--- src/rtl/pll_clock_supervisor.sv ---
`default_nettype none
// ============================================================================
// Module   : pll_clock_supervisor
// Brief    : iCE40 PLL reset/lock supervisor. Releases a downstream reset once
//            lock is stable and generates per-channel divided clock enables.
// Revision : 1.0 - initial release
// ============================================================================
module pll_clock_supervisor #(
  parameter int                    N_CH          = 2,
  parameter int                    DIV_W         = 16,
  parameter logic [N_CH*DIV_W-1:0] DIV_LIST      = {16'd96, 16'd2},
  parameter int                    SYNC_STAGES   = 2,
  parameter int                    RST_HOLD      = 16,
  parameter int                    STABLE_CYCLES = 1024,
  parameter int                    LOCK_TIMEOUT  = 65535,
  parameter int                    LOSS_W        = 8
) (
  input  logic              clk,
  input  logic              rst_n,
  input  logic              enable,
  input  logic              pll_lock,
  output logic              pll_resetb,
  output logic              sys_reset,
  output logic              ready,
  output logic [N_CH-1:0]   clk_en,
  output logic [LOSS_W-1:0] loss_count,
  output logic [2:0]        state
);

  localparam logic [2:0] c_st_pll_rst   = 3'd0;
  localparam logic [2:0] c_st_wait_lock = 3'd1;
  localparam logic [2:0] c_st_stabilise = 3'd2;
  localparam logic [2:0] c_st_run       = 3'd3;
  localparam logic [2:0] c_st_lost      = 3'd4;

  localparam int c_max_a   = (RST_HOLD > STABLE_CYCLES) ? RST_HOLD : STABLE_CYCLES;
  localparam int c_cnt_max = (c_max_a > LOCK_TIMEOUT) ? c_max_a : LOCK_TIMEOUT;
  localparam int c_cnt_w   = $clog2(c_cnt_max + 1);

  localparam logic [c_cnt_w-1:0] c_hold_last = c_cnt_w'(RST_HOLD - 1);
  localparam logic [c_cnt_w-1:0] c_tmo_last  = c_cnt_w'(LOCK_TIMEOUT - 1);
  localparam logic [c_cnt_w-1:0] c_stab_last = c_cnt_w'(STABLE_CYCLES - 1);

  logic [SYNC_STAGES-1:0] r_sync;
  logic                   w_lock_s;
  logic [2:0]             r_state;
  logic [2:0]             w_state_nxt;
  logic [c_cnt_w-1:0]     r_cnt;
  logic                   w_resetb_nxt;
  logic                   w_run_nxt;
  logic                   w_loss_inc;
  logic [N_CH-1:0]        w_strobe;
  logic                   r_pll_resetb;
  logic                   r_sys_reset;
  logic                   r_ready;
  logic [N_CH-1:0]        r_clk_en;
  logic [LOSS_W-1:0]      r_loss;

  always_ff @(posedge clk or negedge rst_n) begin
    if (!rst_n) begin
      r_sync <= '0;
    end else begin
      r_sync <= {r_sync[SYNC_STAGES-2:0], pll_lock};
    end
  end

  assign w_lock_s = r_sync[SYNC_STAGES-1];

  always_ff @(posedge clk or negedge rst_n) begin
    if (!rst_n) begin
      r_state <= c_st_pll_rst;
    end else begin
      r_state <= w_state_nxt;
    end
  end

  // ENABLE low overrides every transition, including a coincident lock loss.
  always_comb begin
    w_state_nxt = c_st_pll_rst;
    if (enable) begin
      case (r_state)
        c_st_pll_rst: begin
          w_state_nxt = (r_cnt == c_hold_last) ? c_st_wait_lock : c_st_pll_rst;
        end
        c_st_wait_lock: begin
          if (w_lock_s) begin
            w_state_nxt = c_st_stabilise;
          end else if (r_cnt == c_tmo_last) begin
            w_state_nxt = c_st_pll_rst;
          end else begin
            w_state_nxt = c_st_wait_lock;
          end
        end
        c_st_stabilise: begin
          if (!w_lock_s) begin
            w_state_nxt = c_st_wait_lock;
          end else if (r_cnt == c_stab_last) begin
            w_state_nxt = c_st_run;
          end else begin
            w_state_nxt = c_st_stabilise;
          end
        end
        c_st_run: begin
          w_state_nxt = w_lock_s ? c_st_run : c_st_lost;
        end
        default: begin
          w_state_nxt = c_st_pll_rst;
        end
      endcase
    end
  end

  // One shared phase counter; it restarts on every state change.
  always_ff @(posedge clk or negedge rst_n) begin
    if (!rst_n) begin
      r_cnt <= '0;
    end else if (!enable || (w_state_nxt != r_state)) begin
      r_cnt <= '0;
    end else if ((r_state == c_st_pll_rst) || (r_state == c_st_wait_lock) ||
                 (r_state == c_st_stabilise)) begin
      r_cnt <= r_cnt + c_cnt_w'(1);
    end
  end

  always_comb begin
    w_resetb_nxt = 1'b1;
    w_run_nxt    = 1'b0;
    w_loss_inc   = 1'b0;
    case (w_state_nxt)
      c_st_pll_rst: w_resetb_nxt = 1'b0;
      c_st_run:     w_run_nxt    = 1'b1;
      c_st_lost:    w_loss_inc   = 1'b1;
      default:      w_resetb_nxt = 1'b1;
    endcase
  end

  for (genvar gi = 0; gi < N_CH; gi++) begin : g_div
    localparam logic [DIV_W-1:0] c_div  = DIV_LIST[gi*DIV_W +: DIV_W];
    localparam logic [DIV_W-1:0] c_last = (c_div > DIV_W'(1)) ? (c_div - DIV_W'(1)) : '0;

    logic [DIV_W-1:0] r_div;
    logic [DIV_W-1:0] w_div_nxt;

    // Counter is zero on the RUN-entry edge so all channels start phase-aligned.
    always_comb begin
      w_div_nxt = '0;
      if (w_run_nxt && (r_state == c_st_run) && (r_div != c_last)) begin
        w_div_nxt = r_div + DIV_W'(1);
      end
    end

    always_ff @(posedge clk or negedge rst_n) begin
      if (!rst_n) begin
        r_div <= '0;
      end else begin
        r_div <= w_div_nxt;
      end
    end

    assign w_strobe[gi] = w_run_nxt && (w_div_nxt == c_last);
  end

  always_ff @(posedge clk or negedge rst_n) begin
    if (!rst_n) begin
      r_pll_resetb <= 1'b0;
      r_sys_reset  <= 1'b0;
      r_ready      <= 1'b0;
      r_clk_en     <= '0;
      r_loss       <= '0;
    end else begin
      r_pll_resetb <= w_resetb_nxt;
      r_sys_reset  <= w_run_nxt;
      r_ready      <= w_run_nxt;
      r_clk_en     <= w_strobe;
      if (w_loss_inc && (r_loss != {LOSS_W{1'b1}})) begin
        r_loss <= r_loss + LOSS_W'(1);
      end
    end
  end

  assign pll_resetb = r_pll_resetb;
  assign sys_reset  = r_sys_reset;
  assign ready      = r_ready;
  assign clk_en     = r_clk_en;
  assign loss_count = r_loss;
  assign state      = r_state;

endmodule
`default_nettype wire

--- config.mk ---
export PLATFORM = sky130hd
export DESIGN_NAME = pll_clock_supervisor
export DESIGN_NICKNAME = d
export VERILOG_FILES = /design/src/rtl/pll_clock_supervisor.sv
export SDC_FILE = /design/constraint.sdc
export NUM_CORES = 1
export LEC_CHECK = 0
export BUFFER_PORTS_ARGS = -buffer_cell sky130_fd_sc_hd__buf_2
export CAP_MARGIN = 20
export CORE_ASPECT_RATIO = 0.9
export CORE_MARGIN = 5
export CORE_UTILIZATION = 38
export CTS_CLUSTER_DIAMETER = 30
export DETAILED_ROUTE_END_ITERATION = 6
export PLACE_DENSITY = 0.55
export SLEW_MARGIN = 25
export SYNTH_ARGS = -nofsm -noshare
export SYNTH_HDL_FRONTEND = slang
export SYNTH_SLANG_ARGS = --single-unit
--- constraint.sdc ---
create_clock -name clk -period 5.7 [get_ports clk]
set_clock_uncertainty 0.2 [all_clocks]
set_input_delay 1.14 -clock clk [delete_from_list [all_inputs] [get_ports clk]]
set_output_delay 1.14 -clock clk [all_outputs]
set_load 0.005 [all_outputs]
=== Word level (Yosys, flattened, before mapping) ===
Index checks and enable logic that the tools add are counted.
Widths: inputs -> output; s select.

* Register bits: 65
* Latch bits: 0
* RAM bits: 0
* ROM bits: 0
* Input port bits: 4
* Output and inout port bits: 16
* Logic and storage cells: 55
* Memories: 0

* $add $sub $neg: 4
* Multiply operators: 0
* Divide/modulo/power cells: 0
* Magnitude comparators: 0
* Equality and inequality tests: 14
* Shifts and indexed selects: 0
* Mux-type cells: 15
* Bitwise gates (word level): 0
* Reductions and logical operators: 13

{| class="wikitable"
|+ Operator list
! kind !! count
|-
| $mux 16 || 4
|-
| $add 16x1->16 const B || 3
|-
| $eq 16x1->1 const B || 1
|-
| $eq 16x10->1 const B || 1
|-
| $eq 16x16->1 const B || 1
|-
| $eq 16x4->1 const B || 1
|-
| $eq 16x7->1 const B || 1
|-
| $ne 16x1->1 const B || 1
|-
| $ne 16x7->1 const B || 1
|-
| $pmux 3 s4 || 1
|-
| $eq 3x2->1 const B || 3
|-
| $add 8x1->8 const B || 1
|-
| $ne 8x8->1 const B || 1
|-
| $logic_and 1x1->1 || 6
|-
| $logic_not 3->1 || 2
|-
| $mux 1 || 6
|-
| $mux 3 || 2
|-
| $mux 2 || 2
|-
| $eq 3x1->1 const B || 1
|-
| $eq 3x3->1 const B || 1
|-
| $logic_or 1x1->1 || 3
|-
| $ne 3x3->1 || 1
|-
| $reduce_bool 2->1 || 1
|-
| $logic_not 1->1 || 1
|}

=== Depth between registers and ports, before layout ===
* Depth after elaboration: 12
* Depth in mapped cells: 8
* Depth with buffers taken out: 7

=== Least setup slack after synthesis ===
No wires, ideal clock.

* Kind: input to register
* From: input port enable
* To: register r_cnt[13]
* Library setup time: 121 ps
* Data arrival time: 2,127 ps
* Required time: 5,379 ps
* Setup slack: 3,252 ps
* Stages on the path: 5
* Path buffers: 0
* Path through: and4b_1 a2111oi_2 and3_2 xnor2_1 nor4_2

* Longest elaborated chain between the ends: 4
* Elaborated cells between the ends (all ways): 6
* Those cells by class: eq/ne: 1; mux: 2; reduce/logical: 3

{| class="wikitable"
|+ Ends and longest elaborated chain
! element !! line !! RTL
|-
| start: declaration || 20 || <nowiki>input logic enable,</nowiki>
|-
| $mux 3 || 80 || <nowiki>if (enable) begin</nowiki>
|-
| $ne 3x3->1 || 117 || <nowiki>end else if (!enable || (w_state_nxt != r_state)) begin</nowiki>
|-
| $logic_or 1x1->1 * || 117 ||
|-
| $mux 16 or $reduce_bool 2->1 (tied branches) || -- ||
|-
| end signal: assignment || 121 || <nowiki>r_cnt <= r_cnt + c_cnt_w'(1);</nowiki>
|-
| end: declaration || 48 || <nowiki>logic [c_cnt_w-1:0] r_cnt;</nowiki>
|}

Mark *: on every way between the ends. The rest lies on a longest branch, timed or not.
A chain may end at the register's enable or synchronous reset.

=== Final worst setup path ===
* From: register r_cnt[0]
* To: register r_cnt[3]

* Longest elaborated chain between the ends: 8
* Elaborated cells between the ends (all ways): 16
* Those cells by class: add/sub: 1; eq/ne: 4; mux: 9; reduce/logical: 2

{| class="wikitable"
|+ Ends and longest elaborated chain
! element !! line !! RTL
|-
| $eq 16x10->1 or $eq 16x16->1 (tied branches) || 97, 88 ||
|-
| $mux 1, on equally long branches || 97, 88 ||
|-
| $mux 2, on equally long branches || 95, 86 ||
|-
| $pmux 3 s4 || 81 || <nowiki>case (r_state)</nowiki>
|-
| $mux 3 || 80 ||
|-
| $ne 3x3->1 || 117 ||
|-
| $logic_or 1x1->1 || 117 ||
|-
| $mux 16 or $reduce_bool 2->1 (tied branches) || -- ||
|}

Parallel ways exist; a longest one is shown, timed or not. The select of a mux whose other input is x is not followed.

==> Flow_metrics.wiki <==
{| class="wikitable"
! Metric !! Value
|-
| Outcome || finished clean
|-
| First-pass GRT wire length || 13400 um
|-
| Number of buffers inserted to repair setup after CTS || 0
|-
| Starting density of the core || 38.7%
|-
| Worst hold-check slack || 0.158 ns
|-
| Synthesis warning total || 0
|-
| Max Transition Viols Final || 0
|-
| Clock latency reported for the late side of the worst-skew pair || 0.34 ns
|-
| Final weighted congestion in routability-driven placement || 0.849
|-
| Total routed wirelength || 7610 um
|-
| Clock buffers created by TritonCTS || 9
|-
| Ratio of cells with drive above 1 in the final layout || 16.2%
|-
| # resized after CTS || 0
|-
| Power, Total || 1.01 mW
|-
| Worst endpoint data arrival time || 2.67 ns
|-
| Max Freq || 372 MHz
|-
| Total DRC errors in the routed layout || 0
|-
| Category of the worst setup path launch point || flop
|-
| Leakage power figure || 1.71 nW
|-
| Wire per inst || 14.6 um
|-
| Buffer type at the clock tree root || clkbuf_8
|-
| Grt ovf || 0
|-
| End-of-flow core utilization || 42.9%
|-
| Overall die area || 0.0119 sq mm
|-
| Count of state elements after synthesis || 65
|-
| Category of the critical setup timing path || flop to flop
|-
| DP Wirelength || 5160 um
|-
| Sequential power share || 46.2%
|-
| Buffer levels on the longest clock path || 2
|-
| Y dimension of the die || 104 um
|-
| Req. time, crit path || 5.68 ns
|-
| Setup TNS || 0 ns
|-
| Vias per Instance || 5.38
|-
| Cell-internal power || 0.803 mW
|-
| Net count reported at finish || 399
|-
| Post-route antenna net violation count || 0
|-
| IO Pins || 20
|-
| Max-capacitance violation count || 0
|-
| Placed insts || 504
|-
| Worst slew margin relative to its limit || 37.8%
|-
| Fill cells || 990
|-
| CTS tree || yes
|-
| Synthesized netlist cell count || 374
|-
| Core Footprint || 0.00961 sq mm
|-
| Worst-path clk slew || 0.08 ns
|-
| Largest net degree at the start of global routing || 66
|-
| Sw Ratio || 20.6%
|-
| Layout Cells excl Fill || 520
|-
| Maximum fanout along the worst path || 16
|-
| DRT iter0 DRCs || 116
|-
| Max VDD drop || 160 uV
|-
| Distinct cells, synth || 52
|-
| Worst Hold Class || flop to flop
|-
| Post-Synthesis Net Count || 384
|-
| Count of flip-flops with a built-in enable after synthesis || 0
|-
| Period utilization || 47.2%
|-
| Die span in x || 114 um
|-
| Asr flop ratio synth || 100%
|-
| Syn Std Cell Area || 0.00372 sq mm
|-
| Shortest clock period the worst path allows after layout || 2.69 ns
|-
| Avg Inst Size Synth || 9.95 sq um
|-
| Clock H-tree levels || 3
|-
| Fraction of power consumed by the clock network || 51.9%
|-
| Final hold vios || 0
|-
| Flip-flop cell with the highest count after synthesis || dfrtp_1
|-
| Via count of the first global-routing pass || 2764
|-
| Sequential-to-total area share from yosys stat || 43.7%
|-
| Total number of vias || 2798
|-
| Number of antenna violations at the first check in global routing || 0
|-
| Antenna diode instance count || 0
|-
| Combinational share of power || 1.8%
|-
| Switching power total || 0.208 mW
|-
| Number of setup violations in the final report || 0
|-
| Unrepaired setup endpoints after global routing || false
|-
| Number of search-and-repair iterations in the first detailed-routing pass || 4
|-
| TritonCTS sink count || 65
|-
| Layout-stage area growth over the synthesis result || 10.8%
|-
| FP Rows || 34
|-
| Critical path capture point type || flop
|-
| Number of buffers added to fix hold violations after cts || 0
|-
| Overall Global Routing Usage || 13.9%
|-
| PortBufs || 19
|-
| Measured slew at the worst slew-check pin || 0.930 ns
|-
| Cell area power density || 245 mW/mm^2
|}
## Yosys cell counts, types with 2 or more instances
cell type,count,area (sq um)
nand2b_1,2,12.5
xnor2_1,28,245
nand4b_1,2,17.5
nor2_1,49,184
ha_1,6,75.1
xor2_1,22,193
o211ai_1,2,15.0
nor4_1,16,100
a21o_1,2,15.0
clkbuf_1,9,33.8
or2_2,2,12.5
and2_1,7,43.8
and3_2,2,15.0
and3_1,12,75.1
nand3b_1,2,15.0
nor4b_1,3,26.3
buf_4,2,15.0
dfrtp_1,65,1630
o21ai_0,4,20.0
nand3_1,23,115
clkbuf_8,5,68.8
and4b_1,2,20.0
a31oi_1,4,25.0
a21oi_1,9,45.0
nor3b_1,3,22.5
or3_1,4,25.0
nor4_2,9,113
mux2i_1,4,40.0
mux2_2,2,22.5
and4_1,3,26.3
nand4_1,14,87.6
nor3_1,10,50.1
buf_6,2,22.5
inv_1,4,15.0
nand2_1,22,82.6
## worst max-delay path, stage by stage, from the launching register on
cell	delay, ns
dfrtp_1	0.45
ha_1	0.20
nand3_1	0.22
nor4_4	0.32
a31oi_1	0.21
a211oi_4	0.84
nor4_1	0.10
## metrics by stage
stage | area, sq um | setup WS (ns)
2_1_floorplan | 3720 | 3.25
3_5_place_dp | 3860 | 2.97
6_report | 4120 | 3.01
5_1_grt | 4120 | 2.75
3_3_place_gp | 3860 | 2.91
4_1_cts | 4120 | 3.01
## cell type report
| type | instances | area, sq um | area share, % |
|---|---|---|---|
| timing repair buffer | 22 | 118 | 2.85 |
| clock buffer | 9 | 124 | 3.00 |
| inverter | 4 | 15.0 | 0.364 |
| clock inverter | 7 | 143 | 3.46 |
| tap | 126 | 158 | 3.82 |
| sequential | 65 | 1630 | 39.4 |
| multi-input combinational | 287 | 1940 | 47.1 |
## registers in the layout, indices dropped and copies added (netlist names)
signal / count
loss_count: 8
pll_resetb: 1
g_div.r_div: 32
ready: 1
r_sync: 2
state: 3
clk_en: 2
r_cnt: 16
## metal layers
metal  wire, um  GRT usage, %
met5          0             0
met4        123          5.09
met3        279          3.37
met2       3470          20.4
met1       3740          19.7
## worst paths after layout
| kind | startpoint | to | slack (ns) | depth (start not counted) |
|---|---|---|---|---|
| worst max-delay path | r_cnt[0] | r_cnt[3] | 3.01 | 6 |
| worst min-delay path | r_sync[0] | r_sync[1] | 0.16 | 0 |
| worst max register to register | r_cnt[0] | r_cnt[3] | 3.01 | 6 |
| worst min register to register | r_sync[0] | r_sync[1] | 0.16 | 0 |
| max in group asynchronous | rst_n | g_div[0].r_div[3] | 4.00 | 2 |
| min in group asynchronous | rst_n | clk_en[1] | 0.78 | 2 |
## power groups by stage
stage,Clock [mW],Sequential [mW],Combinational (mW)
global placement,0,0.477,0.0194
CTS,0.541,0.467,0.0197
detailed placement,0,0.477,0.0198
finish,0.526,0.468,0.0186
floorplan,0,0.475,0.0104
global route,0.564,0.468,0.0221
## kinds of logic after synthesis
family	share of synthesized area [%]
AND/OR/NAND/NOR	30.6
flip-flops	43.7
XOR/XNOR	11.8
AO/OA/AOI/OAI	6.12
buffers and inverters	4.17
multiplexers	1.68
adder cells (fa/ha/maj)	2.02
## layout by cell type (no fill, tap or decap), types with 10 or more instances in the layout
cell type,count
xnor2_1,28
nand2_1,22
nor4_1,16
nor2_1,49
nand4_1,14
nand3_1,23
nor3_1,10
buf_2,19
and3_1,12
xor2_1,22
dfrtp_1,65
Note: power is estimated with default switching activity, not from simulation.
